$ cat src/rtl/alu_pkg.sv
// Shared definitions for the ALU sharing arbiter: opcodes, FSM states, default width.
// Latency: none (definitions only).
// Backpressure: not applicable.
package alu_pkg;

  localparam int DEFAULT_WORD_WIDTH = 32;
  localparam int OPCODE_WIDTH       = 4;

  localparam logic [OPCODE_WIDTH-1:0] OP_AND = 4'b0000;
  localparam logic [OPCODE_WIDTH-1:0] OP_OR  = 4'b0001;
  localparam logic [OPCODE_WIDTH-1:0] OP_ADD = 4'b0010;
  localparam logic [OPCODE_WIDTH-1:0] OP_SUB = 4'b0110;
  localparam logic [OPCODE_WIDTH-1:0] OP_NOR = 4'b1100;

  typedef enum logic [1:0] {
    ST_IDLE = 2'd0,
    ST_EXEC = 2'd1,
    ST_DONE = 2'd2
  } state_t;

endpackage

$ cat src/rtl/alu_share_arbiter_if.sv
// Two requester channels plus one result channel for the shared ALU.
// Latency: none (wires only).
// Backpressure: valid/ready on each request channel and on the result channel.
interface alu_share_arbiter_if
  import alu_pkg::*;
#(
  parameter int WORD_WIDTH = DEFAULT_WORD_WIDTH,
  parameter int TAG_WIDTH  = 4
);

  logic                    req0_valid;
  logic                    req0_ready;
  logic [WORD_WIDTH-1:0]   req0_a;
  logic [WORD_WIDTH-1:0]   req0_b;
  logic [OPCODE_WIDTH-1:0] req0_opcode;
  logic [TAG_WIDTH-1:0]    req0_tag;

  logic                    req1_valid;
  logic                    req1_ready;
  logic [WORD_WIDTH-1:0]   req1_a;
  logic [WORD_WIDTH-1:0]   req1_b;
  logic [OPCODE_WIDTH-1:0] req1_opcode;
  logic [TAG_WIDTH-1:0]    req1_tag;

  logic                    res_valid;
  logic                    res_ready;
  logic [WORD_WIDTH-1:0]   res_data;
  logic                    res_carry;
  logic                    res_zero;
  logic                    res_illegal;
  logic                    res_src;
  logic [TAG_WIDTH-1:0]    res_tag;

  // Arbiter side
  modport slave (
    input  req0_valid, req0_a, req0_b, req0_opcode, req0_tag,
    output req0_ready,
    input  req1_valid, req1_a, req1_b, req1_opcode, req1_tag,
    output req1_ready,
    output res_valid, res_data, res_carry, res_zero, res_illegal, res_src, res_tag,
    input  res_ready
  );

  // Requester / consumer side
  modport master (
    output req0_valid, req0_a, req0_b, req0_opcode, req0_tag,
    input  req0_ready,
    output req1_valid, req1_a, req1_b, req1_opcode, req1_tag,
    input  req1_ready,
    input  res_valid, res_data, res_carry, res_zero, res_illegal, res_src, res_tag,
    output res_ready
  );

endinterface

$ cat src/rtl/alu_core.sv
// Combinational 32-bit ALU: ADD/SUB/AND/OR/NOR with carry, zero and illegal flags.
// Latency: 0 cycles (pure combinational).
// Backpressure: none; outputs follow inputs.
module alu_core
  import alu_pkg::*;
#(
  parameter int WIDTH = DEFAULT_WORD_WIDTH
) (
  input  logic [WIDTH-1:0]        a,
  input  logic [WIDTH-1:0]        b,
  input  logic [OPCODE_WIDTH-1:0] opcode,
  output logic [WIDTH-1:0]        result,
  output logic                    carry,
  output logic                    zero,
  output logic                    illegal
);

  logic [WIDTH:0] sum;

  // Widened add so the carry is the unsigned overflow bit
  assign sum = {1'b0, a} + {1'b0, b};

  // Opcode decode; every flag defaulted so carry never goes stale across opcodes
  always @* begin
    result  = '0;
    carry   = 1'b0;
    illegal = 1'b0;
    case (opcode)
      OP_ADD: begin
        result = sum[WIDTH-1:0];
        carry  = sum[WIDTH];
      end
      OP_SUB:  result = a - b;
      OP_AND:  result = a & b;
      OP_OR:   result = a | b;
      OP_NOR:  result = ~(a | b);
      default: illegal = 1'b1;
    endcase
    zero = (result == '0);
  end

endmodule

$ cat src/rtl/alu_share_arbiter.sv
// Round-robin share of one ALU between two valid/ready requesters, tagged result register.
// Latency: request accepted in cycle N, result valid in cycle N+2; one result every 2 cycles.
// Backpressure: result held while res_ready=0; no request is granted until the result is taken.
module alu_share_arbiter
  import alu_pkg::*;
#(
  parameter int WORD_WIDTH = DEFAULT_WORD_WIDTH,
  parameter int TAG_WIDTH  = 4
) (
  input  logic               clk,
  input  logic               rst_n,
  alu_share_arbiter_if.slave bus
);

  state_t                  state;
  state_t                  state_nxt;
  logic                    last_grant;

  logic                    can_grant;
  logic                    grant0;
  logic                    grant1;
  logic                    grant_any;

  logic [WORD_WIDTH-1:0]   op_a;
  logic [WORD_WIDTH-1:0]   op_b;
  logic [OPCODE_WIDTH-1:0] op_code;
  logic [TAG_WIDTH-1:0]    op_tag;
  logic                    op_src;

  logic [WORD_WIDTH-1:0]   alu_result;
  logic                    alu_carry;
  logic                    alu_zero;
  logic                    alu_illegal;

  // Grant window opens in IDLE, or in DONE on the cycle the result is consumed
  always_comb begin
    can_grant = 1'b0;
    grant0    = 1'b0;
    grant1    = 1'b0;
    if (rst_n) begin
      can_grant = (state == ST_IDLE) || ((state == ST_DONE) && bus.res_ready);
    end
    if (can_grant) begin
      if (bus.req0_valid && bus.req1_valid) begin
        grant0 = last_grant;
        grant1 = !last_grant;
      end else begin
        grant0 = bus.req0_valid;
        grant1 = bus.req1_valid;
      end
    end
  end

  assign grant_any      = grant0 | grant1;
  assign bus.req0_ready = grant0;
  assign bus.req1_ready = grant1;

  // Next-state: IDLE -> EXEC on grant, EXEC -> DONE, DONE -> EXEC/IDLE once consumed
  always_comb begin
    state_nxt = state;
    case (state)
      ST_IDLE: if (grant_any) state_nxt = ST_EXEC;
      ST_EXEC: state_nxt = ST_DONE;
      ST_DONE: if (bus.res_ready) state_nxt = grant_any ? ST_EXEC : ST_IDLE;
      default: state_nxt = ST_IDLE;
    endcase
  end

  // State and round-robin pointer; pointer resets to 1 so requester 0 wins first
  always_ff @(posedge clk) begin
    if (!rst_n) begin
      state      <= ST_IDLE;
      last_grant <= 1'b1;
    end else begin
      state <= state_nxt;
      if (grant_any) last_grant <= grant1;
    end
  end

  // Operand capture on the grant cycle
  always_ff @(posedge clk) begin
    if (!rst_n) begin
      op_a    <= '0;
      op_b    <= '0;
      op_code <= '0;
      op_tag  <= '0;
      op_src  <= 1'b0;
    end else if (grant_any) begin
      op_a    <= grant1 ? bus.req1_a      : bus.req0_a;
      op_b    <= grant1 ? bus.req1_b      : bus.req0_b;
      op_code <= grant1 ? bus.req1_opcode : bus.req0_opcode;
      op_tag  <= grant1 ? bus.req1_tag    : bus.req0_tag;
      op_src  <= grant1;
    end
  end

  alu_core #(
    .WIDTH (WORD_WIDTH)
  ) u_alu_core (
    .a       (op_a),
    .b       (op_b),
    .opcode  (op_code),
    .result  (alu_result),
    .carry   (alu_carry),
    .zero    (alu_zero),
    .illegal (alu_illegal)
  );

  // Result register: loads at the end of EXEC, valid drops once consumed; payload held
  always_ff @(posedge clk) begin
    if (!rst_n) begin
      bus.res_valid   <= 1'b0;
      bus.res_data    <= '0;
      bus.res_carry   <= 1'b0;
      bus.res_zero    <= 1'b0;
      bus.res_illegal <= 1'b0;
      bus.res_src     <= 1'b0;
      bus.res_tag     <= '0;
    end else if (state == ST_EXEC) begin
      bus.res_valid   <= 1'b1;
      bus.res_data    <= alu_result;
      bus.res_carry   <= alu_carry;
      bus.res_zero    <= alu_zero;
      bus.res_illegal <= alu_illegal;
      bus.res_src     <= op_src;
      bus.res_tag     <= op_tag;
    end else if ((state == ST_DONE) && bus.res_ready) begin
      bus.res_valid   <= 1'b0;
    end
  end

endmodule

$ cat src/flat_wrapper.sv
// flat-port wrapper written by rule: the top's interface ports become plain ports
module alu_share_arbiter_flat import alu_pkg::*;
#(
  parameter int WORD_WIDTH = DEFAULT_WORD_WIDTH,
  parameter int TAG_WIDTH  = 4
)
  (clk, rst_n, bus_req0_valid, bus_req0_a, bus_req0_b, bus_req0_opcode, bus_req0_tag, bus_req0_ready, bus_req1_valid, bus_req1_a, bus_req1_b, bus_req1_opcode, bus_req1_tag, bus_req1_ready, bus_res_valid, bus_res_data, bus_res_carry, bus_res_zero, bus_res_illegal, bus_res_src, bus_res_tag, bus_res_ready);
  alu_share_arbiter_if #(.WORD_WIDTH(WORD_WIDTH), .TAG_WIDTH(TAG_WIDTH)) bus_i ();
  input  logic clk;
  input  logic rst_n;
  input wire logic [$bits(bus_i.req0_valid)-1:0] bus_req0_valid;
  input wire logic [$bits(bus_i.req0_a)-1:0] bus_req0_a;
  input wire logic [$bits(bus_i.req0_b)-1:0] bus_req0_b;
  input wire logic [$bits(bus_i.req0_opcode)-1:0] bus_req0_opcode;
  input wire logic [$bits(bus_i.req0_tag)-1:0] bus_req0_tag;
  output wire logic [$bits(bus_i.req0_ready)-1:0] bus_req0_ready;
  input wire logic [$bits(bus_i.req1_valid)-1:0] bus_req1_valid;
  input wire logic [$bits(bus_i.req1_a)-1:0] bus_req1_a;
  input wire logic [$bits(bus_i.req1_b)-1:0] bus_req1_b;
  input wire logic [$bits(bus_i.req1_opcode)-1:0] bus_req1_opcode;
  input wire logic [$bits(bus_i.req1_tag)-1:0] bus_req1_tag;
  output wire logic [$bits(bus_i.req1_ready)-1:0] bus_req1_ready;
  output wire logic [$bits(bus_i.res_valid)-1:0] bus_res_valid;
  output wire logic [$bits(bus_i.res_data)-1:0] bus_res_data;
  output wire logic [$bits(bus_i.res_carry)-1:0] bus_res_carry;
  output wire logic [$bits(bus_i.res_zero)-1:0] bus_res_zero;
  output wire logic [$bits(bus_i.res_illegal)-1:0] bus_res_illegal;
  output wire logic [$bits(bus_i.res_src)-1:0] bus_res_src;
  output wire logic [$bits(bus_i.res_tag)-1:0] bus_res_tag;
  input wire logic [$bits(bus_i.res_ready)-1:0] bus_res_ready;
  assign bus_i.req0_valid = bus_req0_valid;
  assign bus_i.req0_a = bus_req0_a;
  assign bus_i.req0_b = bus_req0_b;
  assign bus_i.req0_opcode = bus_req0_opcode;
  assign bus_i.req0_tag = bus_req0_tag;
  assign bus_req0_ready = bus_i.req0_ready;
  assign bus_i.req1_valid = bus_req1_valid;
  assign bus_i.req1_a = bus_req1_a;
  assign bus_i.req1_b = bus_req1_b;
  assign bus_i.req1_opcode = bus_req1_opcode;
  assign bus_i.req1_tag = bus_req1_tag;
  assign bus_req1_ready = bus_i.req1_ready;
  assign bus_res_valid = bus_i.res_valid;
  assign bus_res_data = bus_i.res_data;
  assign bus_res_carry = bus_i.res_carry;
  assign bus_res_zero = bus_i.res_zero;
  assign bus_res_illegal = bus_i.res_illegal;
  assign bus_res_src = bus_i.res_src;
  assign bus_res_tag = bus_i.res_tag;
  assign bus_i.res_ready = bus_res_ready;
  alu_share_arbiter #(.WORD_WIDTH(WORD_WIDTH), .TAG_WIDTH(TAG_WIDTH)) u_core (.clk(clk), .rst_n(rst_n), .bus(bus_i));
endmodule
$ cat config.mk
export PLATFORM = sky130hd
export DESIGN_NAME = alu_share_arbiter_flat
export DESIGN_NICKNAME = d
export VERILOG_FILES = /design/src/rtl/alu_pkg.sv /design/src/rtl/alu_share_arbiter_if.sv /design/src/rtl/alu_core.sv /design/src/rtl/alu_share_arbiter.sv /design/src/flat_wrapper.sv
export SDC_FILE = /design/constraint.sdc
export NUM_CORES = 1
export LEC_CHECK = 0
export ABC_AREA = 1
export CAP_MARGIN = 25
export CORE_MARGIN = 2
export CORE_UTILIZATION = 52
export DETAILED_ROUTE_END_ITERATION = 7
export DONT_BUFFER_PORTS = 1
export PLACE_DENSITY = 0.64
export RECOVER_POWER = 25
export SLEW_MARGIN = 20
export SYNTH_ARGS = -nofsm -noshare
export SYNTH_HDL_FRONTEND = slang
export SYNTH_SLANG_ARGS = --single-unit
$ cat constraint.sdc
create_clock -name clk -period 2.5 [get_ports clk]
set_input_delay 0.375 -clock clk [delete_from_list [all_inputs] [get_ports clk]]
set_output_delay 0.375 -clock clk [all_outputs]
set_load 0.01 [all_outputs]
# == Yosys cells after proc, flatten, opt, wreduce, memory -nomap -nowiden ==
# Index checks and enable logic that the tools add are counted.
# totals
ff_bits,117
n_memories,0
mem_bits_rw,0
romBits,0
word_cells,56
latchBits,0
input_bits,149
# classes
eq_ne,8
add_sub_neg,2
bitwise_logic,4
div_mod_pow,0
mux,18
n_lt_le_gt_ge,0
shifts,0
reduce_logical,10
multipliers,0
# ops
op,count
$pmux 32 s5,1
$mux 32,2
$add 32x32->33,1
$and 32x32->32,1
$logic_not 32->1,1
$not 32->32,1
$or 32x32->32,1
$sub 32x32->32,1
$mux 1,10
$mux 4,2
$pmux 2 s3,1
$reduce_or 5->1,1
$eq 4x1->1 const B,1
$eq 4x2->1 const B,1
$eq 4x3->1 const B,1
$eq 4x4->1 const B,1
$logic_not 4->1,1
$mux 2,2
$eq 2x1->1 const B,1
$eq 2x2->1 const B,1
$logic_and 1x1->1,2
$logic_not 2->1,1
$ne 2x1->1 const B,1
$ne 2x2->1 const B,1
other kinds (5),5

# == Longest topological paths before layout ==
# logic_depth
depth_word,9
depth_mapped,21

# == By module ==
# A second synthesis with hierarchy kept.
# unflattened
hier_cells,2309
hier_area_um2,12787.3
# by_module_without_submodules
mod,area_each_um2,n_inst,cells_per_inst,seq_area_each_um2
alu_core,6905.4,1,1334,0.0
alu_share_arbiter,5881.9,1,975,2342.2

# == Worst setup path after synthesis ==
# OpenSTA, ideal clock, no wires.
# synth_timing
path_kind,register to register
startpoint,register u_core.op_a[0]
endpoint,register u_core.bus.res_zero
path_stages_with_launch,18
synth_period_minus_slack_ns,2.270
setup_slack_ns,0.230
t_arrival_ns,2.199
t_required_ns,2.430
path_cell_list,dfxtp_1 > inv_1 > ha_1 > inv_1 > fa_1 > nand2_1 > nand2_1 > and2_1 > or2_0 > nand3_1 > nand3_1 > nor2_1 > nand3_1 > nor2_1 > nand3_1 > nor2_1 > nand3_1 > a21oi_1
# synth_via
elab_chain_len,4
elab_cells_between_ends,7
cone_classes,add/sub: 2; mux: 1; bitwise: 3; reduce/logical: 1
# synth_rtl
element,line,source
from (decl),alu_share_arbiter.sv:24,logic [WORD_WIDTH-1:0] op_a;
from (signal assigned),alu_share_arbiter.sv:89,op_a <= grant1 ? bus.req1_a : bus.req0_a;
branches (longest 2 deep; another with $sub 32x32->32),n/a,
$pmux 32 s5 *,alu_core.sv:28,case (opcode)
$logic_not 32->1 *,alu_core.sv:39,zero = (result == '0);
to (signal assigned),alu_share_arbiter.sv:123,bus.res_zero <= alu_zero;
to (decl),alu_share_arbiter_if.sv:40,"output res_valid, res_data, res_carry, res_zero, res_illegal, res_src, res_tag,"
# Mark *: on every way between the ends.
# A chain may end at the register's enable or synchronous reset.

# == Worst setup path after layout ==
# layout_timing
startpoint,register u_core.op_b[5]
endpoint,register u_core.bus.res_zero
# layout_via
elab_chain_len,4
elab_cells_between_ends,7
cone_classes,add/sub: 2; mux: 1; bitwise: 3; reduce/logical: 1
# layout_rtl
element,line,source
from (decl),alu_share_arbiter.sv:25,logic [WORD_WIDTH-1:0] op_b;
from (signal assigned),alu_share_arbiter.sv:90,op_b <= grant1 ? bus.req1_b : bus.req0_b;
branches (longest 2 deep; another with $sub 32x32->32),n/a,
$pmux 32 s5 *,alu_core.sv:28,
$logic_not 32->1 *,alu_core.sv:39,
# Marks and branches as above.

==> flow_metrics.tcl <==
set metrics [dict create \
    grt_max_degree 96 \
    path_max_fanout 7 \
    synth_cells 2049 \
    hpwl_mm 37.17 \
    yosys.area_share.simple 0.3932 \
    violations "negative setup slack" \
    period_needed_ns 2.515 \
    numCtsBuffers 17 \
    synth_compound_gate_area_share 0.1280 \
    syn_nets 2303 \
    multi_input_area_mm2 0.008723 \
    netlist.area_leader.share 0.2006 \
    fin_skew_ns 0.01910 \
    p_per_area_mw_per_mm2 685.7 \
    p_leak_nw 8.571 \
    clk_latency_ns 0.44 \
    synth_warnings 0 \
    yosysSeqAreaShare 0.2006 \
    vias 14540 \
    worstSetupEndpointType "register" \
    core_area_mm2 0.02196 \
    root_buffer "clkbuf_16" \
    slew_viol_final 0 \
    post_route_cells_drive_above_1_share 0.2860 \
    finalHoldViolCount 0 \
    yosysTopAreaCell "dfxtp_1" \
    wl_mm 48.77 \
    drc 0 \
    tightest_slew_ns 0.5477 \
    avgViaCountPerCell 5.627 \
    clock_sinks 117 \
    max_slew_margin 0.6348 \
    avgSynthCellArea_um2 5.697 \
    area_growth_pct 36.70 \
    synth_cell_type_count 38 \
    synth_area_leaders "dfxtp_1, nand2_1, inv_1, ha_1, nand3_1" \
    synthAdderAreaFrac 0.1138 \
    clock_path_buffers 2 \
    seq_area_mm2 0.002354 \
    drt_iter0_drc 1351 \
    grt_use_total 0.3934 \
    pre_cts_ws_ns -0.4055 \
    grt_overflow_total 0 \
    clkSlewWorstSetupHoldPaths_ns 0.08 \
    ys_ff_latch 117 \
    grt_pass1_vias 13450 \
    setup_viol 1 \
    drv_cap 0 \
    period_share 1.006 \
    die_w_um 153.8 \
    rsz0062_at_grt "yes" \
    rows 54 \
    diodes 0 \
    synth.mux.area_fraction 0 \
    final_nets 2545 \
    critical_path_arrival_ns 2.89 \
    dieArea_mm2 0.02366 \
    start_kind "register" \
    boundaryPins 192 \
    wl_per_cell_um 18.87 \
    antenna_found_initial 0 \
    placed_cell_area_mm2 0.01387 \
    start_util 0.5316 \
    hold_path_class "input port to register" \
    cts_tree "yes" \
    syn_area_mm2 0.01167 \
    crit_type "register to register" \
    required_ns 2.88 \
    ant_nets 0 \
    dr.pass1.iters 8 \
    port-buffer-count 0 \
    synth_top_family_by_area "simple AND/OR/NAND/NOR gates" \
    outcome "finished with violations" \
    fill_cells 1852 \
    gp_congestion 1.036 \
    grt_pass1_wl_mm 72.36 \
    synth-xor-area-share 0.0007503 \
    timing.fmax_ghz 0.3977 \
    stdcell_area_mm2 0.01596 \
    ir_drop_uv 444.7 \
    die_y_um 153.8 \
    totalNegativeSetupSlack_ns -0.01458 \
    cts_max_level 4 \
    setup_ws_ns -0.01458 \
]
==> routing by layer <==
metal  vias to the layer above  global-route usage  wire, um
met5                         -                   0         0
met4                         0              0.1353      1946
met3                       142             0.06933      4775
met2                       804              0.6637     22560
met1                      6681              0.5078     19490
li1                       6914                   -         -
==> worst max-delay path, stage by stage (launching register included) <==
cell     delay, ns
dfxtp_1       0.36
inv_2         0.07
ha_4          0.25
buf_4         0.16
nor2_4        0.11
buf_4         0.12
nand3_4       0.09
nand2_2       0.16
nand3_1       0.12
nand2_1       0.09
nand2_1       0.05
nand3_1       0.08
nand3_2       0.10
nor2_2        0.14
nand2_2       0.08
nor2_2        0.10
nand2_1       0.05
nor2_1        0.10
nand3_1       0.08
a21oi_1       0.13
==> registers in the layout, indices dropped and copies added, names as in the netlist, 2 cells and up <==
name and cells:
u_core.op_b 32, u_core.op_a 32, u_core.op_tag 4, u_core.bus.res_tag 4, u_core.bus.res_data 32, u_core.op_code 4
u_core.state 2
==> synth_stat cells, drive strengths merged <==
cell type and instances:
a211oi 1, a21oi 78, a221oi 4, and2 3, and3 1, buf 50, clkbuf 39, dfxtp 117
fa 2, ha 103, inv 394, nand2 613, nand3 236, nand3b 3, nand4 23, nor2 202
nor3 16, nor4 1, o211ai 80, o21a 3, o21ai 47, o21bai 6, o22ai 24, or2 2
xnor2 1
==> cell families after synthesis <==
logic type | after synthesis
buffers and inverters | 483
and+or+nand+nor | 1100
adders and majority gates | 105
xor gates and xnor gates | 1
DFF | 117
AOI/OAI and AO/OA | 243
==> final timing paths <==
path | cells after the start | endpoint | slack [ns] | startpoint
min reg2reg | 2 | u_core.op_src$_SDFFE_PN0P_ | 0.47 | u_core.op_src$_SDFFE_PN0P_
max | 19 | u_core.bus.res_zero$_SDFFE_PN0P_ | -0.01 | u_core.op_b[5]$_SDFFE_PN0P_
max reg2reg | 19 | u_core.bus.res_zero$_SDFFE_PN0P_ | -0.01 | u_core.op_b[5]$_SDFFE_PN0P_
min | 1 | u_core.bus.res_valid$_SDFFE_PN0P_ | 0.02 | bus_res_ready
==> layout make-up <==
cell class,count,share of cell area
timing repair buffer,312,0.1545
sequential,117,0.1475
inverter,394,0.09299
clock buffer,17,0.02666
multi-input combinational,1449,0.5467
tap,280,0.02195
clock inverter,15,0.009801
==> layout by cell type, fill, tap and decap left out, types with 6 or more instances in the layout <==
cell       count
buf_12         8
o22ai_1       24
o21ai_0       37
buf_6          6
clkbuf_16     17
buf_4        298
nand2_4        8
dfxtp_2        9
inv_1        370
nor2_1       130
nand2_1      509
a21oi_1       50
nand4_1       23
ha_1          71
dfxtp_1      108
inv_2         22
o21ai_1        7
o211ai_1      80
nand3_1      208
a21oi_2       24
nor2_2        51
nor3_2         7
nor3_1         9
nor2_4        21
ha_4          30
nand3_2       24
nand2_2       96
==> power by group <==
part           internal [mW]  switching [mW]
Clock                   1.34            1.25
Sequential              2.09           0.183
Combinational           2.50            3.58
Total                   5.93            5.01
==> per-stage QoR <==
stage	util	hold slack (ns)	instances	power (mW)
3_3_place_gp	0.6316	0.4466	2529	7.102
2_1_floorplan	-	0.4379	2049	5.011
3_5_place_dp	0.6316	0.4562	2529	7.171
6_report	0.7267	0.01516	2584	10.94
5_1_grt	0.7267	0.005450	2584	11.47
4_1_cts	0.6859	0.01087	2568	10.16
==> what timing repair did <==
item / 4_1_cts / 5_1_grt
hold buffers: 0 / 0
endpoints found under the hold margin: 0 / 0
pin swaps: 16 / 81
endpoints found under the setup margin: 16 / 20
setup buffers: 7 / 16
resized for setup: 116 / 237
No activity file was read; power rests on OpenSTA's default activity.
